## src/rtl/hamming_pkg.sv

```systemverilog
// Shared Hamming(7,4) types, bit-position map and coding helpers.
// Used by the decoder (HAMMING_DEC_STATS_EN adds its optional error counter) and the encoder.
package hamming_pkg;

    localparam int unsigned DATA_W = 4;
    localparam int unsigned SYN_W  = 3;

    typedef logic [7:1]        codeword_t;
    typedef logic [DATA_W-1:0] data_t;
    typedef logic [SYN_W-1:0]  syndrome_t;

    // Codeword positions are 1-based so a syndrome value names the bad position directly.
    localparam int unsigned P1_POS = 1;
    localparam int unsigned P2_POS = 2;
    localparam int unsigned D0_POS = 3;
    localparam int unsigned P4_POS = 4;
    localparam int unsigned D1_POS = 5;
    localparam int unsigned D2_POS = 6;
    localparam int unsigned D3_POS = 7;

    // Stage-1 payload: raw codeword plus its syndrome.
    typedef struct packed {
        codeword_t code;
        syndrome_t syndrome;
    } s1_word_t;

    // Stage-2 payload: what the output ports present.
    typedef struct packed {
        data_t     data;
        syndrome_t syndrome;
        logic      corrected;
    } dec_result_t;

    function automatic syndrome_t calc_syndrome(input codeword_t c);
        logic s1;
        logic s2;
        logic s4;
        s1 = c[P1_POS] ^ c[D0_POS] ^ c[D1_POS] ^ c[D3_POS];
        s2 = c[P2_POS] ^ c[D0_POS] ^ c[D2_POS] ^ c[D3_POS];
        s4 = c[P4_POS] ^ c[D1_POS] ^ c[D2_POS] ^ c[D3_POS];
        return {s4, s2, s1};
    endfunction

    // Flip the bit named by the syndrome; position p lives at LSB offset p-1.
    function automatic codeword_t correct_code(input codeword_t c, input syndrome_t syn);
        codeword_t fixed;
        fixed = c;
        if (syn != '0) begin
            fixed = c ^ (codeword_t'(1) << (syn - SYN_W'(1)));
        end
        return fixed;
    endfunction

    function automatic data_t extract_data(input codeword_t c);
        return {c[D3_POS], c[D2_POS], c[D1_POS], c[D0_POS]};
    endfunction

    function automatic codeword_t encode_data(input data_t d);
        codeword_t c;
        c         = '0;
        c[D0_POS] = d[0];
        c[D1_POS] = d[1];
        c[D2_POS] = d[2];
        c[D3_POS] = d[3];
        c[P1_POS] = d[0] ^ d[1] ^ d[3];
        c[P2_POS] = d[0] ^ d[2] ^ d[3];
        c[P4_POS] = d[1] ^ d[2] ^ d[3];
        return c;
    endfunction

endpackage

```

## src/rtl/hamming_74_syndrome.sv

```systemverilog
// Combinational Hamming(7,4) syndrome generator; reusable by decoder and checkers.
module hamming_74_syndrome
    import hamming_pkg::*;
(
    input  logic [7:1] code,
    output logic [2:0] syndrome_c
);

    assign syndrome_c = calc_syndrome(codeword_t'(code));

endmodule

```

## src/rtl/hamming_74_decoder.sv

```systemverilog
// Two-stage valid/ready Hamming(7,4) decoder with single-error correction.
// Define HAMMING_DEC_STATS_EN to add clr_count/err_count and the saturating counter.
module hamming_74_decoder
    import hamming_pkg::*;
#(
    parameter int unsigned CNT_W = 16
)
(
    input  logic             clk,
    input  logic             rst,
`ifdef HAMMING_DEC_STATS_EN
    input  logic             clr_count,
    output logic [CNT_W-1:0] err_count,
`endif
    input  logic             in_valid,
    output logic             in_ready,
    input  logic [7:1]       in_code,
    output logic             out_valid,
    input  logic             out_ready,
    output logic [3:0]       out_data,
    output logic [2:0]       out_syndrome,
    output logic             out_corrected
);

    s1_word_t    s1_d;
    s1_word_t    s1_q;
    logic        s1_valid_d;
    logic        s1_valid_q;
    dec_result_t s2_d;
    dec_result_t s2_q;
    logic        s2_valid_d;
    logic        s2_valid_q;

    syndrome_t   in_syn_c;
    codeword_t   fixed_c;
    logic        s1_adv_c;
    logic        s2_adv_c;

    hamming_74_syndrome u_syndrome (
        .code       (in_code),
        .syndrome_c (in_syn_c)
    );

    // Pipeline advance: an empty stage always accepts, so bubbles collapse.
    always_comb begin
        s1_d       = s1_q;
        s1_valid_d = s1_valid_q;
        s2_d       = s2_q;
        s2_valid_d = s2_valid_q;
        s2_adv_c   = !s2_valid_q || out_ready;
        s1_adv_c   = !s1_valid_q || s2_adv_c;
        fixed_c    = correct_code(s1_q.code, s1_q.syndrome);

        if (s1_adv_c) begin
            s1_valid_d = in_valid;
            if (in_valid) begin
                s1_d.code     = in_code;
                s1_d.syndrome = in_syn_c;
            end
        end

        if (s2_adv_c) begin
            s2_valid_d = s1_valid_q;
            if (s1_valid_q) begin
                s2_d.data      = extract_data(fixed_c);
                s2_d.syndrome  = s1_q.syndrome;
                s2_d.corrected = (s1_q.syndrome != '0);
            end
        end
    end

    always_ff @(posedge clk) begin
        if (rst) begin
            s1_q       <= '0;
            s1_valid_q <= 1'b0;
            s2_q       <= '0;
            s2_valid_q <= 1'b0;
        end else begin
            s1_q       <= s1_d;
            s1_valid_q <= s1_valid_d;
            s2_q       <= s2_d;
            s2_valid_q <= s2_valid_d;
        end
    end

    assign in_ready      = s1_adv_c;
    assign out_valid     = s2_valid_q;
    assign out_data      = s2_q.data;
    assign out_syndrome  = s2_q.syndrome;
    assign out_corrected = s2_q.corrected;

`ifdef HAMMING_DEC_STATS_EN
    logic [CNT_W-1:0] err_count_d;
    logic [CNT_W-1:0] err_count_q;

    // Count corrected words as they leave; saturate, and let clear take priority.
    always_comb begin
        err_count_d = err_count_q;
        if (clr_count) begin
            err_count_d = '0;
        end else if (s2_valid_q && out_ready && s2_q.corrected && (err_count_q != '1)) begin
            err_count_d = err_count_q + CNT_W'(1);
        end
    end

    always_ff @(posedge clk) begin
        if (rst) begin
            err_count_q <= '0;
        end else begin
            err_count_q <= err_count_d;
        end
    end

    assign err_count = err_count_q;
`endif

endmodule
```

## config.mk

```make
export PLATFORM = sky130hd
export DESIGN_NAME = hamming_74_decoder
export DESIGN_NICKNAME = d
export VERILOG_FILES = /design/src/rtl/hamming_pkg.sv /design/src/rtl/hamming_74_syndrome.sv /design/src/rtl/hamming_74_decoder.sv
export SDC_FILE = /design/constraint.sdc
export NUM_CORES = 1
export LEC_CHECK = 0
export ABC_AREA = 1
export CORE_MARGIN = 3
export CORE_UTILIZATION = 50
export DETAILED_ROUTE_END_ITERATION = 16
export PLACE_DENSITY = 0.81
export SLEW_MARGIN = 20
export SYNTH_ARGS = -nofsm -noshare
export SYNTH_HDL_FRONTEND = slang
export SYNTH_SLANG_ARGS = --single-unit
```

## constraint.sdc

```tcl
create_clock -name clk -period 1.65 [get_ports clk]
set_clock_uncertainty 0.15 [all_clocks]
set_input_delay 0.2475 -clock clk [delete_from_list [all_inputs] [get_ports clk]]
set_output_delay 0.2475 -clock clk [all_outputs]
set_load 0.05 [all_outputs]
```

After elaboration in Yosys (flattened, before gate mapping). Index checks and enable logic that the tools add are counted.

Flip-flop bits (word level): 20. Output and inout port bits: 10. Word-level logic and storage cells: 27.

Add/subtract/negate cells: 1. Shifts and indexed selects: 1. Mux-type cells: 1. Bitwise logic cells: 10. Reductions and logical operators: 7.

Operator list (number): bitwise XOR 1 bit (9); 2-to-1 mux 7 bit (1); << shifter 1 x 3 -> 7 bit (first input constant) (1); bitwise XOR 7 bit (1); AND reduction 2 bit (2); nonzero test 3 bit (1); subtractor 3 x 1 -> 3 bit (second input constant) (1); logical NOT 1 bit (2); logical OR 1 bit (2).

Depth between registers and ports, before layout.
Depth after elaboration: 4. Gate-level depth with buffers: 7.

By module. Synthesis repeated with hierarchy kept, for this count alone.

Cell total of the unflattened synthesis: 155. Area total of the unflattened synthesis: 980.9 um^2.

Modules (own cells, without submodules): hamming_74_decoder (times used 1, cells each 113, area each 813.3 um^2, sequential area each 340.3 um^2); hamming_74_syndrome (times used 1, cells each 42, area each 167.7 um^2, sequential area each 0.0 um^2).

Worst setup path after synthesis. OpenSTA, ideal clock, no wires.

Kind: flip-flop to flip-flop. Start point: reg s2_valid_q (netlist: out_valid). End point: reg s1_q[5] (netlist name). Library setup time: 116 ps. Arrival: 1503 ps. Required time: 1384 ps. Path slack: -119 ps. Cell stages (with the launch flop): 6. Path buffers: 0. Clock period less this slack: 1769 ps. Cell sequence: dfxtp_1 nand3_2 nand2_2 inv_2 nor2_1 nor2_1.

Longest elaborated chain between the ends: 4.

Ends and longest elaborated chain: start: declaration (line hamming_74_decoder.sv:32) `logic s2_valid_q;`; start signal: assignment (line hamming_74_decoder.sv:82) `s2_valid_q <= s2_valid_d;`; logical NOT 1 bit (line hamming_74_decoder.sv:50) `s2_adv_c = !s2_valid_q || out_ready;`; logical OR 1 bit (line hamming_74_decoder.sv:50); logical OR 1 bit (line hamming_74_decoder.sv:51) `s1_adv_c = !s1_valid_q || s2_adv_c;`; net in_ready (line hamming_74_decoder.sv:16) `output logic in_ready,`; AND reduction 2 bit (no source line); end signal: assignment (line hamming_74_decoder.sv:74) `s1_q <= '0;`; end signal: assignment (line hamming_74_decoder.sv:79) `s1_q <= s1_d;`; end: declaration (line hamming_74_decoder.sv:26) `s1_word_t s1_q;`.

The timed path passes the listed nets, and every way through them passes these cells. A chain may end at the register's enable or synchronous reset.

Worst setup path in the final report.
Start point: reg s2_valid_q (netlist: out_valid). End point: out in_ready.

Longest elaborated chain between the ends: 3.

Ends and longest elaborated chain (line): logical NOT 1 bit (hamming_74_decoder.sv:50); logical OR 1 bit (hamming_74_decoder.sv:50); logical OR 1 bit (hamming_74_decoder.sv:51); end: declaration (hamming_74_decoder.sv:16).

No other way between the ends.

==> impl_results.md <==
- Max Cap Viol: 0
- Syn Inst Count: 140
- HP Class: register to register
- Startpoint types: register
- Total Wirelength: 1.85 mm
- TritonCTS buffer count: 3
- Total power: 0.923 mW
- CTS H-tree lvls: 1
- Share of the yosys chip area belonging to registers: 39.4%
- FF-to-FF setup slack: 320 ps
- Reg-to-reg critical path startpoint: out_valid
- # port buffers: 20
- Unrepaired setup endpoints after global routing: no
- Final hold slack: 344 ps
- Slew @ Worst Pin: 341 ps
- Final setup fails: 0
- Peak supply drop: 0.383 mV
- RR Endpoint: out_data[3]
- Initial antenna violation count: 0
- Worst EP arrival: 1050 ps
- Net Count, Synth: 151
- Total vias in the final route: 874
- Setup TNS: 0 ps
- Core Box Area: 1560 um^2
- CTS resizes: 0
- HPWL after detailed placement: 1.52 mm
- Ant diodes: 0
- Grt ovf: 0
- Crit path max-delay cell type: dfxtp_1
- Gr usage total: 18.2%
- Routed len/inst: 10.4 um
- Req. time, crit path: 1250 ps
- Max clock buf depth: 2
- Hold Path Sink: out_syndrome[2]
- # DRC: 0
- GPL Wtd Cong: 0.791
- 1st-iter DRT viols: 13
- Crit-path leading delay family: flip-flops
- Distinct cells, synth: 16
- Ys Warns: 0
- Largest net degree at the start of global routing: 15
- Slew Limit Fails: 0
- Starting Density: 55.5%
- Final Hold Fails: 0
- Min Tclk post-route: 1450 ps
- Cell area after synthesis: 865 um^2
- Commonest cells after routing, fill and taps aside: nand2_1, nor2_1, inv_1
- Status: complete, no violations
- Share of layout cells above drive strength 1: 12.9%
- CTS root buf: clkbuf_4
- CP Capture Type: primary output
- CTS tree: yes
- Min-Delay Path Depth: 2
- Hold Startpoint: out_syndrome[2]
- Pwr Density: 831 nW/um^2
- Die area: 2260 um^2
- Cell row count: 14
- Hold-fix buffers, CTS: 0
- Antenna Violating Nets Remaining: 0
- Commonest non-fill, non-tap cell in the layout: nand2_1
- Vias in the first global route: 762
- DR pass1 iterations: 5
- Reg2reg path depth: 5
- First-pass GRT wire length: 2.99 mm
- Drt via density: 4.88
- Worst skew pair latency: 290 ps
- Max Clk Rate: 690 MHz
- Leakage power: 0.587 nW
- Sink Count: 17
- Die H: 47.6 um
- Final net count: 175
- Mean Syn Cell Area: 6.18 um^2
- Max-slew headroom: 77.2%
- I/O pins: 21
- CP bufs+invs: 1
- Number of synthesized register bits: 17
- Crit path max fanout: 3
- Critical Setup Path Class: register to primary output
- Horiz. Die Dim: 47.6 um
- Post-CTS setup repair buffer count: 0
- Clock slew at reported path FFs: 100 ps
- Area Overhead vs Synth: 28.5%
- Worst-path cell chain: nand3_4 -> buf_12
- Final period utilization: 87.8%
- CP peak stage delay: 460 ps
-- cells in the mapped netlist --
cell type,n,share of area (%)
nand3_1,4,2.3
or2_0,2,1.4
buf_2,1,0.58
nand3_2,1,1.2
nor2_1,25,11
a21oi_2,1,1.0
o21ai_0,9,5.2
o21a_1,1,0.87
buf_6,1,1.3
inv_2,2,0.87
dfxtp_1,17,39
nand2_1,46,20
a21oi_1,9,5.2
nor3_1,1,0.58
inv_1,18,7.8
nand2_2,2,1.4
-- worst register-to-register path: cells and delay by family (launching register included) --
family / cells / cell delay, ps
buffers and inverters: 1 / 100
AND/OR/NAND/NOR: 3 / 360
AO/OA/AOI/OAI: 1 / 160
flip-flops: 1 / 460
-- worst max path at each step --
stage	startpoint	end	slack (ps)	depth (start not counted)
after global routing	out_valid	in_ready	150	2
after global placement	out_ready	out_data[0]	50	7
after floorplan	out_valid	s1_q[5]	30	5
final	out_valid	in_ready	200	2
after detailed placement	out_ready	out_data[0]	-3	7
after CTS	out_valid	in_ready	200	2
-- routing by layer --
metal  share of wire (%)  vias up  wire [um]  track usage, %
met4                   0        0          0            2.69
met2                  53       21        987            36.9
met5                   0        -          0               0
met3                 4.4        0         82            3.76
met1                  42      378        785            19.2
li1                    -      475          -               -
-- stage by stage --
step / setup slack, ps / cells / util, % / instance area, um^2
final: 200 / 179 / 71.3 / 1110
after global routing: 148 / 179 / 71.3 / 1110
after CTS: 195 / 179 / 71.3 / 1110
after detailed placement: -3.47 / 175 / 69.5 / 1080
after global placement: 52.8 / 175 / 69.5 / 1080
after floorplan: 25.3 / 140 / - / 872
-- flip-flops by register name, summed over array words and instances (netlist names) --
register,flops
out_valid,1
s1_valid_q,1
out_syndrome,3
out_corrected,1
s1_q,7
out_data,4
-- power breakdown --
part	leakage [nW]	switching [mW]	internal, mW
logic	0.428	0.146	0.0878
registers	0.141	0.0263	0.441
clock network	0.0177	0.132	0.0901
total	0.587	0.304	0.619
-- logic make-up after synthesis --
| group | Yosys count | synth area share (%) |
|---|---|---|
| compound gates | 20 | 12.3 |
| buf+inv | 22 | 10.6 |
| flops | 17 | 39.4 |
| simple gates | 81 | 37.8 |
-- final cells by class --
cell class | instances | area [um^2]
Inverter | 20 | 75.1
Fill cell | 155 | 448
Tap cell | 16 | 20.0
Clock buffer | 3 | 22.5
Timing Repair Buffer | 21 | 208
Clock inverter | 1 | 5.00
Sequential cell | 17 | 340
Multi-Input combinational cell | 101 | 440
Power figures use the tool's default switching activity.
